[src/rtl/fetch_stage_pkg.sv]
// Shared fetch-stage definitions: FSM encodings, NOP word, reset PC default
// and the IF/ID payload record.
package fetch_stage_pkg;
   localparam logic [31:0] NOP_WORD         = 32'h0000_0000;
   localparam logic [31:0] RESET_PC_DEFAULT = 32'h0000_3000;

   typedef enum logic [1:0] {
      ST_REQ  = 2'd0,
      ST_HOLD = 2'd1,
      ST_DROP = 2'd2
   } fetch_state_e;

   typedef struct packed {
      logic [31:0] ir;
      logic [31:0] pc;
   } ifid_word_t;
endpackage

[src/rtl/fetch_stage_if_id_reg.sv]
// IF/ID pipeline register: bubble beats load, otherwise holds; PC+8 derived
// combinationally so it always tracks the registered PC.
module if_id_reg
   import fetch_stage_pkg::*;
(
   input  logic        iclk,
   input  logic        irst_n,
   input  logic        i_load,
   input  logic        i_bubble,
   input  ifid_word_t  i_data,
   output logic [31:0] o_ir,
   output logic [31:0] o_pc,
   output logic [31:0] o_pc8,
   output logic        o_valid
);
   logic [31:0] r_ir;
   logic [31:0] r_pc;
   logic        r_valid;

   always_ff @(posedge iclk or negedge irst_n) begin
      if (!irst_n) begin
         r_ir    <= NOP_WORD;
         r_pc    <= 32'h0;
         r_valid <= 1'b0;
      end else if (i_bubble) begin
         // bubble keeps the last PC; only the word and valid are cleared
         r_ir    <= NOP_WORD;
         r_valid <= 1'b0;
      end else if (i_load) begin
         r_ir    <= i_data.ir;
         r_pc    <= i_data.pc;
         r_valid <= 1'b1;
      end
   end

   assign o_ir    = r_ir;
   assign o_pc    = r_pc;
   assign o_pc8   = r_pc + 32'd8;
   assign o_valid = r_valid;
endmodule

[src/rtl/fetch_stage.sv]
// Instruction fetch stage: issues fetches at pc, parks a stalled return in a
// one-entry buffer, and drains a redirected in-flight request in DROP.
module fetch_stage
   import fetch_stage_pkg::*;
#(
   parameter logic [31:0] RESET_PC = RESET_PC_DEFAULT
) (
   input  logic        iclk,
   input  logic        irst_n,
   input  logic [31:0] inpc,
   input  logic        istall,
   input  logic        iflush,
   input  logic        imem_ready,
   input  logic [31:0] imem_rdata,
   output logic        omem_req,
   output logic [31:0] omem_addr,
   output logic [31:0] oPC,
   output logic [31:0] oIR_D,
   output logic [31:0] oPC_D,
   output logic [31:0] oPC8_D,
   output logic        ovalid_D
);
   fetch_state_e r_state, w_state_nxt;
   logic [31:0]  r_pc, w_pc_nxt;
   logic [31:0]  r_redir, w_redir_nxt;
   ifid_word_t   r_buf, w_buf_nxt;
   logic         r_buf_v, w_buf_v_nxt;
   logic         w_load, w_bubble;
   ifid_word_t   w_ifid_in;

   always_ff @(posedge iclk or negedge irst_n) begin
      if (!irst_n) begin
         r_state <= ST_REQ;
         r_pc    <= RESET_PC;
         r_redir <= 32'h0;
         r_buf   <= '0;
         r_buf_v <= 1'b0;
      end else begin
         r_state <= w_state_nxt;
         r_pc    <= w_pc_nxt;
         r_redir <= w_redir_nxt;
         r_buf   <= w_buf_nxt;
         r_buf_v <= w_buf_v_nxt;
      end
   end

   always_comb begin
      w_state_nxt = r_state;
      w_pc_nxt    = r_pc;
      w_redir_nxt = r_redir;
      w_buf_nxt   = r_buf;
      w_buf_v_nxt = r_buf_v;
      w_load      = 1'b0;
      w_bubble    = 1'b0;
      w_ifid_in   = '{ir: imem_rdata, pc: r_pc};
      unique case (r_state)
         ST_REQ: begin
            if (iflush) begin
               w_bubble = 1'b1;
               if (imem_ready) begin
                  w_pc_nxt = inpc;
               end else begin
                  // request still outstanding: keep address, remember target
                  w_redir_nxt = inpc;
                  w_state_nxt = ST_DROP;
               end
            end else if (imem_ready && !istall) begin
               w_load   = 1'b1;
               w_pc_nxt = inpc;
            end else if (imem_ready) begin
               w_buf_nxt   = '{ir: imem_rdata, pc: r_pc};
               w_buf_v_nxt = 1'b1;
               w_state_nxt = ST_HOLD;
            end else if (!istall) begin
               w_bubble = 1'b1;
            end
         end
         ST_HOLD: begin
            if (iflush) begin
               w_bubble    = 1'b1;
               w_buf_v_nxt = 1'b0;
               w_pc_nxt    = inpc;
               w_state_nxt = ST_REQ;
            end else if (!istall) begin
               w_load      = r_buf_v;
               w_bubble    = !r_buf_v;
               w_ifid_in   = r_buf;
               w_buf_v_nxt = 1'b0;
               w_pc_nxt    = inpc;
               w_state_nxt = ST_REQ;
            end
         end
         ST_DROP: begin
            w_bubble = iflush || !istall;
            if (iflush) w_redir_nxt = inpc;
            if (imem_ready) begin
               // a same-cycle flush is the newest redirect target
               w_pc_nxt    = iflush ? inpc : r_redir;
               w_state_nxt = ST_REQ;
            end
         end
         default: w_state_nxt = ST_REQ;
      endcase
   end

   if_id_reg u_if_id (
      .iclk     (iclk),
      .irst_n   (irst_n),
      .i_load   (w_load),
      .i_bubble (w_bubble),
      .i_data   (w_ifid_in),
      .o_ir     (oIR_D),
      .o_pc     (oPC_D),
      .o_pc8    (oPC8_D),
      .o_valid  (ovalid_D)
   );

   assign omem_req  = (r_state != ST_HOLD);
   assign omem_addr = r_pc;
   assign oPC       = r_pc;
endmodule
[config.mk]
export PLATFORM = sky130hd
export DESIGN_NAME = fetch_stage
export DESIGN_NICKNAME = d
export VERILOG_FILES = /design/src/rtl/fetch_stage_pkg.sv /design/src/rtl/fetch_stage_if_id_reg.sv /design/src/rtl/fetch_stage.sv
export SDC_FILE = /design/constraint.sdc
export NUM_CORES = 1
export LEC_CHECK = 0
export BUFFER_PORTS_ARGS = -buffer_cell sky130_fd_sc_hd__buf_2
export CAP_MARGIN = 0
export CORE_MARGIN = 1.5
export CORE_UTILIZATION = 50
export DETAILED_ROUTE_END_ITERATION = 10
export HOLD_SLACK_MARGIN = 0.12
export PLACE_DENSITY = 0.75
export SLEW_MARGIN = 25
export SYNTH_ARGS = -nofsm -noshare
export SYNTH_HDL_FRONTEND = slang
export SYNTH_SLANG_ARGS = --single-unit
export TNS_END_PERCENT = 10
[constraint.sdc]
create_clock -name iclk -period 7 [get_ports iclk]
set_clock_uncertainty 0.2 [all_clocks]
set_input_delay 0.7 -clock iclk [delete_from_list [all_inputs] [get_ports iclk]]
set_output_delay 0.7 -clock iclk [all_outputs]
set_load 0.01 [all_outputs]
==> metrics, run 1 <==
row count=50; clock input transition at the sequential cells of the worst setup and hold paths=0.07 ns; actual slew at the worst max-slew pin=1.02 ns; register area=0.00491 mm^2; minimum clock period=3.42 ns; DRC Markers=0; worst relative slew slack=32.1%; leading cell types in the layout, fill and taps excluded=sky130_fd_sc_hd__buf_2, sky130_fd_sc_hd__dfrtp_1, sky130_fd_sc_hd__mux2_2; met2 wirelength from detailed routing=9.11 mm; Vias/cell=5.35; count of buffer and inverter cells on the critical path=2; die outline area=0.0197 mm^2; data required time at the worst endpoint=7.11 ns; fmax=292 MHz; total power density per cell area=448 mW/mm^2; register area share after synthesis=51.9%; IR drop worst, VDD=0.000274 V; register bit total from synthesis=196; outcome=finished clean; post-synthesis cell type count=43; post_cts resized=0; wire length of the first global-routing pass=31.4 mm; number of nets in the layout=965; number of buffers inserted to repair setup after CTS=0; type of origin of the critical path=register; Setup TNS=0 ns; TritonCTS clock tree=done; hold bufs inserted after CTS=0; hold violation total from the final report=0; utilization after layout=59.6%; H-tree depth=4; Setup CP Type=register to register; final count of pins violating max slew=0; reg-to-reg setup timing slack=3.58 ns; proportion of layout cells with a drive suffix above 1=49.1%; warnings from Yosys=0; number of clock sinks=196; gate count of the mapped netlist=708; kind of cell with the highest combined delay on the critical path=compound AO/OA/AOI/OAI gates; sum of met3 wire segment lengths after detailed routing=956 um; total detailed-routing wirelength=19.5 mm; maximum count of clock buffers along a single path=2; number of I/O pins=231; Max stage delay on crit path=0.60 ns; data arrival at the endpoint of the critical path=3.53 ns; critical path cell sequence=inv_1, ha_1, nand2b_1, o22ai_1, a21bo_4, buf_4, mux2_2; Initial DRC Count=180; placer's final routability congestion estimate=0.740; total via count after detailed routing=6110; via count of the first global-routing pass=5976; TritonCTS Buffers=17; share of async-settable or async-resettable flops after synthesis=100%; All-Layer GR Usage=20.3%; crit end category=register; Final setup viols=0; antenna violations before repair=4; max cap viols=0; clock latency reported for the late side of the worst-skew pair=0.43 ns; starting density of the core=50.7%; maximum number of pins on one net before global-route repair=118; drt pass-1 iters=4; clock root buffer=sky130_fd_sc_hd__clkbuf_16; horizontal extent of the die=140 um; standard cell with the maximum stage delay on the critical path=sky130_fd_sc_hd__buf_4; final clock period utilization by the worst path=48.8%; count of antenna-violating nets left after detailed routing=0; leading cell type in the layout, fill and taps excluded=sky130_fd_sc_hd__buf_2; area taken by multi-input logic gates=0.00401 mm^2; prevailing post-synth register cell=sky130_fd_sc_hd__dfrtp_1; sum of overflow across all layers after global routing=0; mean post-synth cell area=13.3 um^2; IO Port Bufs=230; leak pwr=0.00547 uW; syn_nets=782; minimum setup slack in the final design=3.58 ns; met1 routed wirelength after detailed routing=9.18 mm; half-perimeter wire length after placement=12.8 mm; Tightest Hold Check Type=register to register; Routed WL per cell=17.1 um; Core ar.=0.0186 mm^2; setup repair after global routing missed its margin=no; area of the mapped netlist=0.00945 mm^2; layout overhead on the synthesized area=17.5%; uppermost signal routing layer after detailed routing=met5; post-placement worst setup slack=3.62 ns; final hold slack=0.287 ns; die boundary height=140 um; number of enable-type register cells in the synthesized netlist=0; count of filler cells inserted in the layout=1496; peak fanout along the critical path=45
-- power breakdown --
group / switching (uW) / internal, uW / total, uW
Sequential: 428 / 1650 / 2080
Combinational: 930 / 982 / 1910
Clock: 425 / 565 / 989
Total: 1780 / 3200 / 4980
-- path summary, 6_finish.rpt --
check                                              from                      endpoint  cells past startpoint
hold / removal             u_if_id.o_ir[29]$_DFFE_PN0P_  u_if_id.o_ir[29]$_DFFE_PN0P_                      1
setup reg to reg                 r_state[0]$_DFFE_PN0P_  u_if_id.o_pc[31]$_DFFE_PN0P_                      7
max in group asynchronous                        irst_n  u_if_id.o_pc[15]$_DFFE_PN0P_                      4
setup / recovery                 r_state[0]$_DFFE_PN0P_  u_if_id.o_pc[31]$_DFFE_PN0P_                      7
hold reg to reg            u_if_id.o_ir[29]$_DFFE_PN0P_  u_if_id.o_ir[29]$_DFFE_PN0P_                      1
min in group asynchronous                        irst_n           oPC[23]$_DFFE_PN0P_                      2
-- layout make-up --
type	instances	share of cell area [%]
clock buffers	20	3.93
flip-flops and latches	196	44.2
clock inverters	12	1.40
repair buffers	239	11.5
inverters	6	0.225
diodes	3	0.0676
multi-input cells	431	36.1
well taps	234	2.64
-- layer usage --
layer	global-route usage [%]	up-vias
met4	6.36	2
li1	-	2882
met5	0	-
met1	27.4	3042
met3	4.96	23
met2	32.5	161
-- flip-flops by register name, summed over array words and instances (netlist names) --
signal / cells
u_if_id.o_pc: 32
r_redir: 32
u_if_id.o_ir: 32
r_buf_v: 1
oPC: 32
u_if_id.o_valid: 1
r_buf: 64
r_state: 2
-- through the flow --
stage,cells,instance area [um^2],total power (uW)
after floorplan,708,9450,3400
after global placement,1103,10400,3920
after detailed placement,1103,10400,3990
after CTS,1135,11000,4990
after global routing,1139,11100,5290
final,1141,11100,4980
-- kinds of logic after synthesis --
logic type / after synthesis / synth area share (%)
AOI/OAI and AO/OA: 79 / 6.30
xor gates and xnor gates: 27 / 2.50
adders and majority gates: 5 / 0.662
buffers and inverters: 81 / 6.34
DFF: 196 / 51.9
muxes: 227 / 27.1
and+or+nand+nor: 93 / 5.18
-- Yosys cell counts (10+ instances only) --
cell type	count	area, um^2
sky130_fd_sc_hd__o2bb2ai_1	23	201
sky130_fd_sc_hd__xnor2_1	24	210
sky130_fd_sc_hd__nand2_1	39	146
sky130_fd_sc_hd__buf_2	20	100
sky130_fd_sc_hd__mux2_4	24	360
sky130_fd_sc_hd__nand3_1	15	75.1
sky130_fd_sc_hd__nand4_1	10	62.6
sky130_fd_sc_hd__o21ai_0	33	165
sky130_fd_sc_hd__dfrtp_1	194	4850
sky130_fd_sc_hd__mux2_2	132	1490
sky130_fd_sc_hd__buf_4	40	300
sky130_fd_sc_hd__mux2i_1	69	691
No activity file was read; power rests on OpenSTA's default activity.
==> run 2, diff against run 1 <==
==> constraint.sdc (replaced) <==
create_clock -name iclk -period 3.3 [get_ports iclk]
set_clock_uncertainty 0.2 [all_clocks]
set_input_delay 0.33 -clock iclk [delete_from_list [all_inputs] [get_ports iclk]]
set_output_delay 0.33 -clock iclk [all_outputs]
set_load 0.01 [all_outputs]
==> run 2 against run 1 <==
Effect of this change:
- final area rose by 6.6%
- non-clock buffer count rose by 71
- power rose by 110%
- cell count rose by 6.0%
- setup slack got worse by 3.2 ns
- clock power rose by 100%
- worst hold slack got worse by 0.15 ns
- core utilization rose by 4.0 points
- global-route usage rose by 1.2 points
- sequential cell count did not move
- critical endpoint is now oPC8_D[31]
- largest power group unchanged
- highest routed layer is now met4
==> metrics, run 2 (same netlist as run 1, synthesis figures left out) <==
part of the total power dissipated in the clock network=19.1% (was 19.9%); placer's final routability congestion estimate=0.763 (was 0.740); Initial DRC Count=301 (was 180); clock input transition at the sequential cells of the worst setup and hold paths=0.07 ns (about the same); Tightest Hold Check Type=input pin to register (was register to register); M3 GR Usage=4.75% (was 4.96%); horizontal extent of the die=140 um (unchanged); layout overhead on the synthesized area=25.3% (was 17.5%); starting density of the core=50.7% (unchanged); Setup TNS=0 ns (unchanged); minimum clock period=2.92 ns; number of nets in the layout=1036 (was 965); IR drop worst, VDD=0.000519 V (was 0.000274 V); met2 Usage GRT=36.1% (was 32.5%); share of power burned in combinational logic=39.3% (was 38.4%); Routed WL per cell=17.0 um (was 17.1 um); All-Layer GR Usage=21.5% (was 20.3%); leading cell types in the layout, fill and taps excluded=sky130_fd_sc_hd__buf_2, sky130_fd_sc_hd__dfrtp_1, sky130_fd_sc_hd__mux2_2 (unchanged); leading cell type in the layout, fill and taps excluded=sky130_fd_sc_hd__buf_2 (unchanged); outcome=finished clean (unchanged); Core ar.=0.0186 mm^2 (unchanged); crit end category=output pin (was register); hold violation total from the final report=0 (unchanged); worst relative slew slack=39.8% (was 32.1%); setup repair after global routing missed its margin=no (unchanged); die boundary height=140 um (unchanged); Final setup viols=0 (unchanged); actual slew at the worst max-slew pin=0.903 ns (was 1.02 ns); IO Port Bufs=230 (unchanged); area taken by multi-input logic gates=0.00400 mm^2 (was 0.00401 mm^2); half-perimeter wire length after placement=13.5 mm (was 12.8 mm); leak pwr=0.00578 uW (was 0.00547 uW); net switching power=3930 uW (was 1780 uW); total detailed-routing wirelength=20.6 mm (was 19.5 mm); number of I/O pins=231 (unchanged); routing usage on met1=27.9% (was 27.4%); via count of the first global-routing pass=6326 (was 5976); Setup CP Type=register to output pin (was register to register); maximum count of clock buffers along a single path=2 (unchanged); final count of pins violating max slew=0 (unchanged); H-tree depth=4 (unchanged); sum of overflow across all layers after global routing=0 (unchanged); max FFs per register=64 (unchanged); clock root buffer=sky130_fd_sc_hd__clkbuf_16 (unchanged); Vias/cell=5.26 (was 5.35); TritonCTS Buffers=17 (unchanged); total power density per cell area=897 mW/mm^2 (was 448 mW/mm^2); type of origin of the critical path=register (unchanged); switching part of the total power=37.0% (was 35.8%); Power Internal=6690 uW (was 3200 uW); DRC Markers=0 (unchanged); utilization after layout=63.5% (was 59.6%); total via count after detailed routing=6366 (was 6110); number of clock sinks=196 (unchanged); register area=0.00491 mm^2 (unchanged); row count=50 (unchanged); proportion of layout cells with a drive suffix above 1=46.4% (was 49.1%); post_cts resized=0 (unchanged); sequential share of power=41.7% (about the same); data required time at the worst endpoint=2.77 ns (was 7.11 ns); count of filler cells inserted in the layout=1407 (was 1496); data arrival at the endpoint of the critical path=2.39 ns (was 3.53 ns); drt pass-1 iters=4 (unchanged); die outline area=0.0197 mm^2 (unchanged); count of antenna-violating nets left after detailed routing=0 (unchanged); max cap viols=0 (unchanged); most used routing layer in global routing=met2 (unchanged); fmax=343 MHz; peak fanout along the critical path=10 (was 45); final clock period utilization by the worst path=88.4%; antenna violations before repair=1 (was 4); clock latency reported for the late side of the worst-skew pair=0.44 ns (was 0.43 ns); top register by number of flip-flops=r_buf (unchanged); maximum number of pins on one net before global-route repair=109 (was 118); wire length of the first global-routing pass=33.0 mm (was 31.4 mm); TritonCTS clock tree=done (unchanged)
-- run 2: changes by cell type in the layout (fill, tap and decap cells not counted), sizes merged --
cell         previous run  this run
buf                   237       242
bufinv                  3         0
clkbuf                 21        18
clkinv                  4         2
diode                   3         1
dlygate4sd3             1        67
inv                     9        17
-- run 2: worst max-delay path: stages, from the launching register on --
cell	delay [ns]
sky130_fd_sc_hd__dfrtp_1	0.53
sky130_fd_sc_hd__nand4_1	0.25
sky130_fd_sc_hd__nor4_4	0.65
sky130_fd_sc_hd__nand4_1	0.20
sky130_fd_sc_hd__xnor2_1	0.17
sky130_fd_sc_hd__buf_2	0.15
-- run 2: power groups by stage --
stage	clock network, uW	logic [uW]	registers [uW]
after global routing	2180	4530	4570
final	2020	4170	4420
after CTS	2060	4200	4420
after floorplan	0	2800	4410
after detailed placement	0	4130	4460
after global placement	0	3990	4400
-- run 2: routing by layer --
metal | up-vias | routed length [um]
met2 | 192 | 10200
met5 | - | 0
met1 | 3145 | 9230
li1 | 3007 | -
met3 | 22 | 956
met4 | 0 | 267
-- run 2: through the flow --
stage	cells	total power (uW)	hold slack (ns)	cell area, um^2	worst slack, ns
floorplan	708	7220	-0.166	9450	0.990
global placement	1109	8390	0.268	10600	0.595
detailed placement	1110	8580	0.270	10600	0.504
CTS	1209	10700	0.124	11800	0.382
global route	1210	11300	0.136	11800	0.214
finish	1210	10600	0.132	11800	0.382
-- run 2: repair_timing --
action                                  CTS  global route
endpoints found under the setup margin    0             0
setup buffers                             0             0
hold buffers                             67             0
endpoints found under the hold margin   233             0
-- run 2: layout make-up --
cell class,count,area share (%)
inverter,6,0.211
clock buffer,17,3.59
timing repair buffer,310,17.2
clock inverter,15,1.28
antenna,1,0.0211
sequential,196,41.4
tap,234,2.47
multi-input combinational,431,33.8
-- run 2: path summary, 6_finish.rpt --
| path | startpoint | endpoint | slack, ns | depth (start not counted) |
|---|---|---|---|---|
| worst max register to register | r_state[0]$_DFFE_PN0P_ | u_if_id.o_pc[4]$_DFFE_PN0P_ | 0.50 | 7 |
| worst max-delay path | u_if_id.o_pc[9]$_DFFE_PN0P_ | oPC8_D[31] | 0.38 | 5 |
| min in group asynchronous | irst_n | oPC[22]$_DFFE_PN0P_ | 0.37 | 2 |
| max in group asynchronous | irst_n | u_if_id.o_pc[8]$_DFFE_PN0P_ | 1.69 | 3 |
| worst min-delay path | istall | u_if_id.o_valid$_DFFE_PN0P_ | 0.13 | 4 |
| worst min register to register | r_redir[7]$_DFFE_PN0P_ | r_redir[7]$_DFFE_PN0P_ | 0.29 | 1 |
